==> config.mk <==
export PLATFORM = sky130hd
export DESIGN_NAME = uart_tx
export DESIGN_NICKNAME = d
export VERILOG_FILES = /design/src/rtl/uart_tx.sv
export SDC_FILE = /design/constraint.sdc
export NUM_CORES = 1
export LEC_CHECK = 0
export CORE_MARGIN = 5
export CORE_UTILIZATION = 50
export CTS_BUF_LIST = sky130_fd_sc_hd__clkbuf_4
export DETAILED_ROUTE_END_ITERATION = 10
export PLACE_DENSITY = 0.75
export SYNTH_ARGS = -nofsm -noshare
export SYNTH_HDL_FRONTEND = slang
export SYNTH_SLANG_ARGS = --single-unit
==> constraint.sdc <==
create_clock -name i_SysClock -period 6.35 [get_ports i_SysClock]
set_input_delay 0.635 -clock i_SysClock [delete_from_list [all_inputs] [get_ports i_SysClock]]
set_output_delay 0.635 -clock i_SysClock [all_outputs]
set_load 0.03 [all_outputs]
==> src/rtl/uart_tx.sv <==
// uart_tx: byte-wide UART transmitter with a small input FIFO.
//
// Bytes enter over a valid/ready handshake, wait in a FIFO_DEPTH-entry FIFO
// and are sent one after another as 8N1 frames: a start bit, eight data bits
// LSB first, then one stop bit. Each bit lasts SYS_CLOCK / UART_BAUDRATE
// clock cycles, which is the same bit timing the uart_rx block uses.
//
// Ports:
//   i_SysClock  in   system clock, rising edge
//   i_Reset     in   asynchronous, active-high reset
//   i_TxValid   in   i_TxByte holds a byte to enqueue
//   i_TxByte    in   [7:0] byte to transmit
//   o_TxReady   out  FIFO can accept a byte this cycle (not full)
//   o_TxSerial  out  serial line, idles high, registered
//   o_TxBusy    out  frame in progress or FIFO non-empty
//   o_TxDone    out  one-cycle pulse on the last cycle of each stop bit
//
// Handshake: a byte is taken on every rising edge where i_TxValid and
// o_TxReady are both high. o_TxReady depends only on the FIFO occupancy, so
// it never waits on i_TxValid, and it ignores a pop happening in the same
// cycle. The producer may change i_TxByte freely once the byte is taken.
module uart_tx #(
    parameter int SYS_CLOCK     = 50000000,
    parameter int UART_BAUDRATE = 115200,
    parameter int FIFO_DEPTH    = 4
) (
    input  logic       i_SysClock,
    input  logic       i_Reset,
    input  logic       i_TxValid,
    input  logic [7:0] i_TxByte,
    output logic       o_TxReady,
    output logic       o_TxSerial,
    output logic       o_TxBusy,
    output logic       o_TxDone
);

    localparam int BIT_CYCLES = SYS_CLOCK / UART_BAUDRATE;
    localparam int TMR_W      = $clog2(BIT_CYCLES);
    localparam int PTR_W      = $clog2(FIFO_DEPTH);

    localparam logic [TMR_W-1:0] TMR_LAST = TMR_W'(BIT_CYCLES - 1);
    localparam logic [PTR_W:0]   CNT_FULL = (PTR_W + 1)'(FIFO_DEPTH);

    typedef enum logic [1:0] {
        S_IDLE  = 2'd0,
        S_START = 2'd1,
        S_DATA  = 2'd2,
        S_STOP  = 2'd3
    } state_t;

    state_t           state_q,  state_d;
    logic [TMR_W-1:0] timer_q,  timer_d;
    logic [2:0]       bit_idx_q, bit_idx_d;
    logic [7:0]       shift_q,  shift_d;
    logic             serial_q, serial_d;
    logic [PTR_W-1:0] wr_ptr_q, wr_ptr_d;
    logic [PTR_W-1:0] rd_ptr_q, rd_ptr_d;
    logic [PTR_W:0]   count_q,  count_d;

    logic [7:0] fifo_mem [FIFO_DEPTH];

    logic push;
    logic pop;
    logic bit_end;

    assign push    = i_TxValid && (count_q != CNT_FULL);
    assign bit_end = (timer_q == TMR_LAST);

    // Next-state logic. The timer clears whenever a new bit period starts
    // (state entry, or the next data bit inside S_DATA).
    always_comb begin
        state_d   = state_q;
        timer_d   = timer_q + 1'b1;
        bit_idx_d = bit_idx_q;
        shift_d   = shift_q;
        pop       = 1'b0;

        case (state_q)
            S_IDLE: begin
                timer_d = '0;
                if (count_q != '0) begin
                    pop     = 1'b1;
                    shift_d = fifo_mem[rd_ptr_q];
                    state_d = S_START;
                end
            end
            S_START: begin
                if (bit_end) begin
                    timer_d   = '0;
                    bit_idx_d = 3'd0;
                    state_d   = S_DATA;
                end
            end
            S_DATA: begin
                if (bit_end) begin
                    timer_d = '0;
                    shift_d = {1'b0, shift_q[7:1]};
                    if (bit_idx_q == 3'd7) begin
                        state_d = S_STOP;
                    end else begin
                        bit_idx_d = bit_idx_q + 3'd1;
                    end
                end
            end
            S_STOP: begin
                if (bit_end) begin
                    timer_d = '0;
                    // Chain straight into the next start bit so frames abut.
                    if (count_q != '0) begin
                        pop     = 1'b1;
                        shift_d = fifo_mem[rd_ptr_q];
                        state_d = S_START;
                    end else begin
                        state_d = S_IDLE;
                    end
                end
            end
            default: begin
                timer_d = '0;
                state_d = S_IDLE;
            end
        endcase
    end

    // The line level is derived from the next state so the registered
    // output changes on the same edge as the state itself.
    always_comb begin
        serial_d = 1'b1;
        case (state_d)
            S_IDLE:  serial_d = 1'b1;
            S_START: serial_d = 1'b0;
            S_DATA:  serial_d = shift_d[0];
            S_STOP:  serial_d = 1'b1;
            default: serial_d = 1'b1;
        endcase
    end

    // FIFO bookkeeping; pointers wrap naturally at the power-of-two depth.
    always_comb begin
        wr_ptr_d = push ? wr_ptr_q + 1'b1 : wr_ptr_q;
        rd_ptr_d = pop  ? rd_ptr_q + 1'b1 : rd_ptr_q;
        count_d  = count_q;
        case ({push, pop})
            2'b10:   count_d = count_q + 1'b1;
            2'b01:   count_d = count_q - 1'b1;
            default: count_d = count_q;
        endcase
    end

    always_ff @(posedge i_SysClock or posedge i_Reset) begin
        if (i_Reset) begin
            state_q   <= S_IDLE;
            timer_q   <= '0;
            bit_idx_q <= 3'd0;
            shift_q   <= 8'h00;
            serial_q  <= 1'b1;
            wr_ptr_q  <= '0;
            rd_ptr_q  <= '0;
            count_q   <= '0;
        end else begin
            state_q   <= state_d;
            timer_q   <= timer_d;
            bit_idx_q <= bit_idx_d;
            shift_q   <= shift_d;
            serial_q  <= serial_d;
            wr_ptr_q  <= wr_ptr_d;
            rd_ptr_q  <= rd_ptr_d;
            count_q   <= count_d;
        end
    end

    // Storage needs no reset: occupancy alone decides what is valid.
    always_ff @(posedge i_SysClock) begin
        if (push) begin
            fifo_mem[wr_ptr_q] <= i_TxByte;
        end
    end

    assign o_TxReady  = (count_q != CNT_FULL);
    assign o_TxSerial = serial_q;
    assign o_TxBusy   = (state_q != S_IDLE) || (count_q != '0);
    assign o_TxDone   = (state_q == S_STOP) && bit_end;

endmodule
==> flow_summary_export.csv <==
group,metric,value,unit
clock_tree,clk_latency,0.41,ns
synthesis,synth_seq_area_share,56.0,%
timing,tightest_slew,0.585,ns
floorplan,rows,28,
synthesis,syn_inst,239,
timing,maxSlewViolCount,0,
critical_path,cp_max_fo,5,
clock_tree,cts_hold_buf,0,
synthesis,yosys_warnings,0,
critical_path,path_buf_inv,2,
drt,drt-initial-drc-count,154,
power_and_ir_drop,power_leakage,1.36,nW
synthesis,synth_ff_type,"edfxtp_1",
drt,wl,5.12,mm
timing,slew_headroom,61.0,%
cells_and_area,drive_above_1_share,16.5,%
synthesis,syn_area_per_cell,12.8,um^2
critical_path,start_kind,"register",
drt,drc,0,
clock_tree,cts.clk_slew.worst_paths,0.10,ns
critical_path,worstPathCellList,"inv_1 -> ha_1 -> and4b_1 -> and3_2 -> clkdlybuf4s50_1",
min_path,hp-class,"reg -> reg",
critical_path,path_delay_family,"buffers and inverters",
status,status,"complete, no violations",
critical_path,max_stage_delay,0.66,ns
cells_and_area,fin_nets,281,
timing,fin_setup_tns,0,ns
grt,grt_antenna_before_repair,0,
power_and_ir_drop,vdd_drop_max,175,uV
grt,gr-total-overflow,0,
cells_and_area,fin_cells,336,
grt,grt_use_met3,4.19,%
clock_tree,clock-root-buffer,"clkbuf_4",
synthesis,synth_area_leaders,"edfxtp_1 (31%), dfrtp_1 (24%), mux4_2 (5.9%), ha_1 (5.3%), nand2_1 (3.8%)",
floorplan,die_x,88.2,um
grt,grt_pass1_wl,9.09,mm
grt,grt_max_degree,31,
drt,drt_pass1_iterations,4,
power_and_ir_drop,power.switching,0.282,mW
cells_and_area,diodes,0,
critical_path,slowest_stage,"clkdlybuf4s50_1",
drt,ant_nets,0,
critical_path,cp_data_required_time,5.71,ns
power_and_ir_drop,comb_power_share,16.1,%
timing,holdWs,0.508,ns
grt,grt_usage,15.5,%
drt,wl_per_cell,15.3,um
drt,vias_per_cell,5.44,
synthesis,synth_nets,264,
placed_design,gp_congestion,0.804,
cells_and_area,syn_to_final_growth,11.5,%
grt,grt-busiest-layer,"met2",
grt,grt_util_met2,23.0,%
timing,rsz0062_at_grt,"false",
drt,num_vias,1827,
synthesis,synth-edff-count,32,
grt,grt_pass1_vias,1889,
critical_path,crit_type,"reg -> out",
timing,fmax,347,MHz
floorplan,die_h,88.2,um
timing,period_share,45.4,%
power_and_ir_drop,pwr-share-clk,31.9,%
flow_run,drv_cap,0,
placed_design,placedCellCount,320,
timing,final-hold-violation-count,0,
floorplan,initial_utilization,51.7,%
synthesis,synthArstFlopShare,48.4,%
synthesis,synth_area_leader_cell,"edfxtp_1",
placed_design,io_buffers,14,
clock_tree,clock_sinks,62,
timing,finalSetupViolations,0,
clock_tree,clk_path_buf_depth,2,
floorplan,dieArea,0.00778,mm^2
clock_tree,tritoncts,"done",
synthesis,synth_top_area_share,31.4,%
clock_tree,cts_resized,0,
clock_tree,cts_setup_buffers,0,
floorplan,core,0.00592,mm^2
critical_path,crit_path_end_kind,"primary output",
clock_tree,cts_buffers,9,
clock_tree,h-tree-depth,3,
timing,clock_skew,0.0193,ns
floorplan,ios,15,
timing,min_period,2.88,ns
power_and_ir_drop,power.internal,0.715,mW
synthesis,synth_cell_types,49,
placed_design,dpl.hpwl,3.55,mm
power_and_ir_drop,p_per_area,292,mW/mm^2
synthesis,netlist_area,0.00306,mm^2
critical_path,cp.arrival,2.25,ns
grt,met1_usage,21.2,%
power_and_ir_drop,seq_power_share,52.1,%
synthesis,ys_seq_elements,62,
power_and_ir_drop,p_sw_share,28.3,%
power groups by stage:
stage / sequential, mW / combinational [mW] / clock [mW]
finish: 0.519 / 0.160 / 0.318
global route: 0.527 / 0.182 / 0.345
CTS: 0.520 / 0.164 / 0.326
detailed placement: 0.529 / 0.163 / 0
global placement: 0.525 / 0.162 / 0
floorplan: 0.519 / 0.123 / 0
Yosys cell counts (3+ instances only):
cell / count
a21oi_1: 14
a22o_1: 3
and3_1: 4
buf_6: 3
clkbuf_1: 3
dfrtp_1: 29
edfxtp_1: 32
ha_1: 13
inv_1: 12
mux4_2: 8
nand2_1: 31
nand3_1: 4
nor2_1: 20
o21ai_0: 4
o31ai_1: 8
xnor2_1: 8
xor2_1: 5
layout make-up:
| cell class | count | area, um^2 |
|---|---|---|
| flip-flops and latches | 62 | 1710 |
| inverters | 12 | 45.0 |
| well taps | 75 | 93.8 |
| multi-input cells | 156 | 1240 |
| clock buffers | 10 | 75.1 |
| clock inverters | 6 | 95.1 |
| fillers | 476 | 2510 |
| repair buffers | 15 | 148 |
worst register-to-register path, delay by kind of cell, from the launching register on:
| family | cells | cell delay (ns) |
|---|---|---|
| AOI/OAI and AO/OA | 1 | 0.22 |
| adders and majority gates | 3 | 0.74 |
| and+or+nand+nor | 3 | 0.66 |
| DFF | 1 | 0.42 |
| xor gates and xnor gates | 2 | 0.31 |
| buffers and inverters | 2 | 0.13 |
per-stage QoR:
stage | power, mW | setup slack [ns] | cell area, um^2 | util (%)
3_3_place_gp | 0.687 | 3.92 | 3240 | 54.7
3_5_place_dp | 0.692 | 3.82 | 3240 | 54.7
5_1_grt | 1.05 | 3.34 | 3410 | 57.6
2_1_floorplan | 0.642 | 3.99 | 3060 | -
4_1_cts | 1.01 | 3.44 | 3410 | 57.6
6_report | 0.997 | 3.47 | 3410 | 57.6
layer usage:
layer	vias to the layer above	routed length [um]	part of all wire, %
li1	903	-	-
met1	876	2370	46
met2	36	2410	47
met3	12	227	4.4
met4	0	116	2.3
met5	-	0	0
placed cells by master (no fill, tap or decap), types with 3 or more instances in the layout:
master / Yosys / layout
nand3_1: 4 / 4
ha_1: 13 / 13
inv_1: 12 / 12
a22o_1: 3 / 3
xor2_1: 5 / 5
mux4_2: 8 / 8
and3_1: 4 / 4
nor2_1: 20 / 20
clkinv_4: 0 / 3
edfxtp_1: 32 / 32
clkbuf_4: 0 / 10
o31ai_1: 8 / 8
a21oi_1: 14 / 14
o21ai_0: 4 / 4
dfrtp_1: 29 / 29
nand2_1: 31 / 31
xnor2_1: 8 / 8
clkdlybuf4s50_1: 0 / 14
cell families after synthesis:
logic type	count (synthesis)	share of synthesized area, %
AO/OA/AOI/OAI	45	11.7
XOR/XNOR	13	3.72
adder cells (fa/ha/maj)	14	5.97
buffers and inverters	21	3.44
flip-flops	62	56.0
multiplexers	10	6.54
AND/OR/NAND/NOR	74	12.6
sequential cells by signal (all words and copies together) (netlist names):
signal	count
o_TxSerial	1
rd_ptr_q	2
bit_idx_q	3
count_q	3
shift_q	8
timer_q	9
fifo_mem	32
state_q	2
wr_ptr_q	2
worst paths after layout:
check	from	endpoint	slack [ns]	depth (start not counted)
max	timer_q[1]$_DFF_PP0_	o_TxDone	3.47	5
max in group asynchronous	i_Reset	o_TxSerial$_DFF_PP1_	5.44	3
min in group asynchronous	i_Reset	timer_q[5]$_DFF_PP0_	0.58	3
min reg2reg	shift_q[7]$_DFFE_PP0P_	shift_q[7]$_DFFE_PP0P_	0.51	2
max reg2reg	timer_q[1]$_DFF_PP0_	count_q[2]$_DFFE_PP0P_	3.81	11
min	shift_q[7]$_DFFE_PP0P_	shift_q[7]$_DFFE_PP0P_	0.51	2
(Power assumes the default switching activity.)
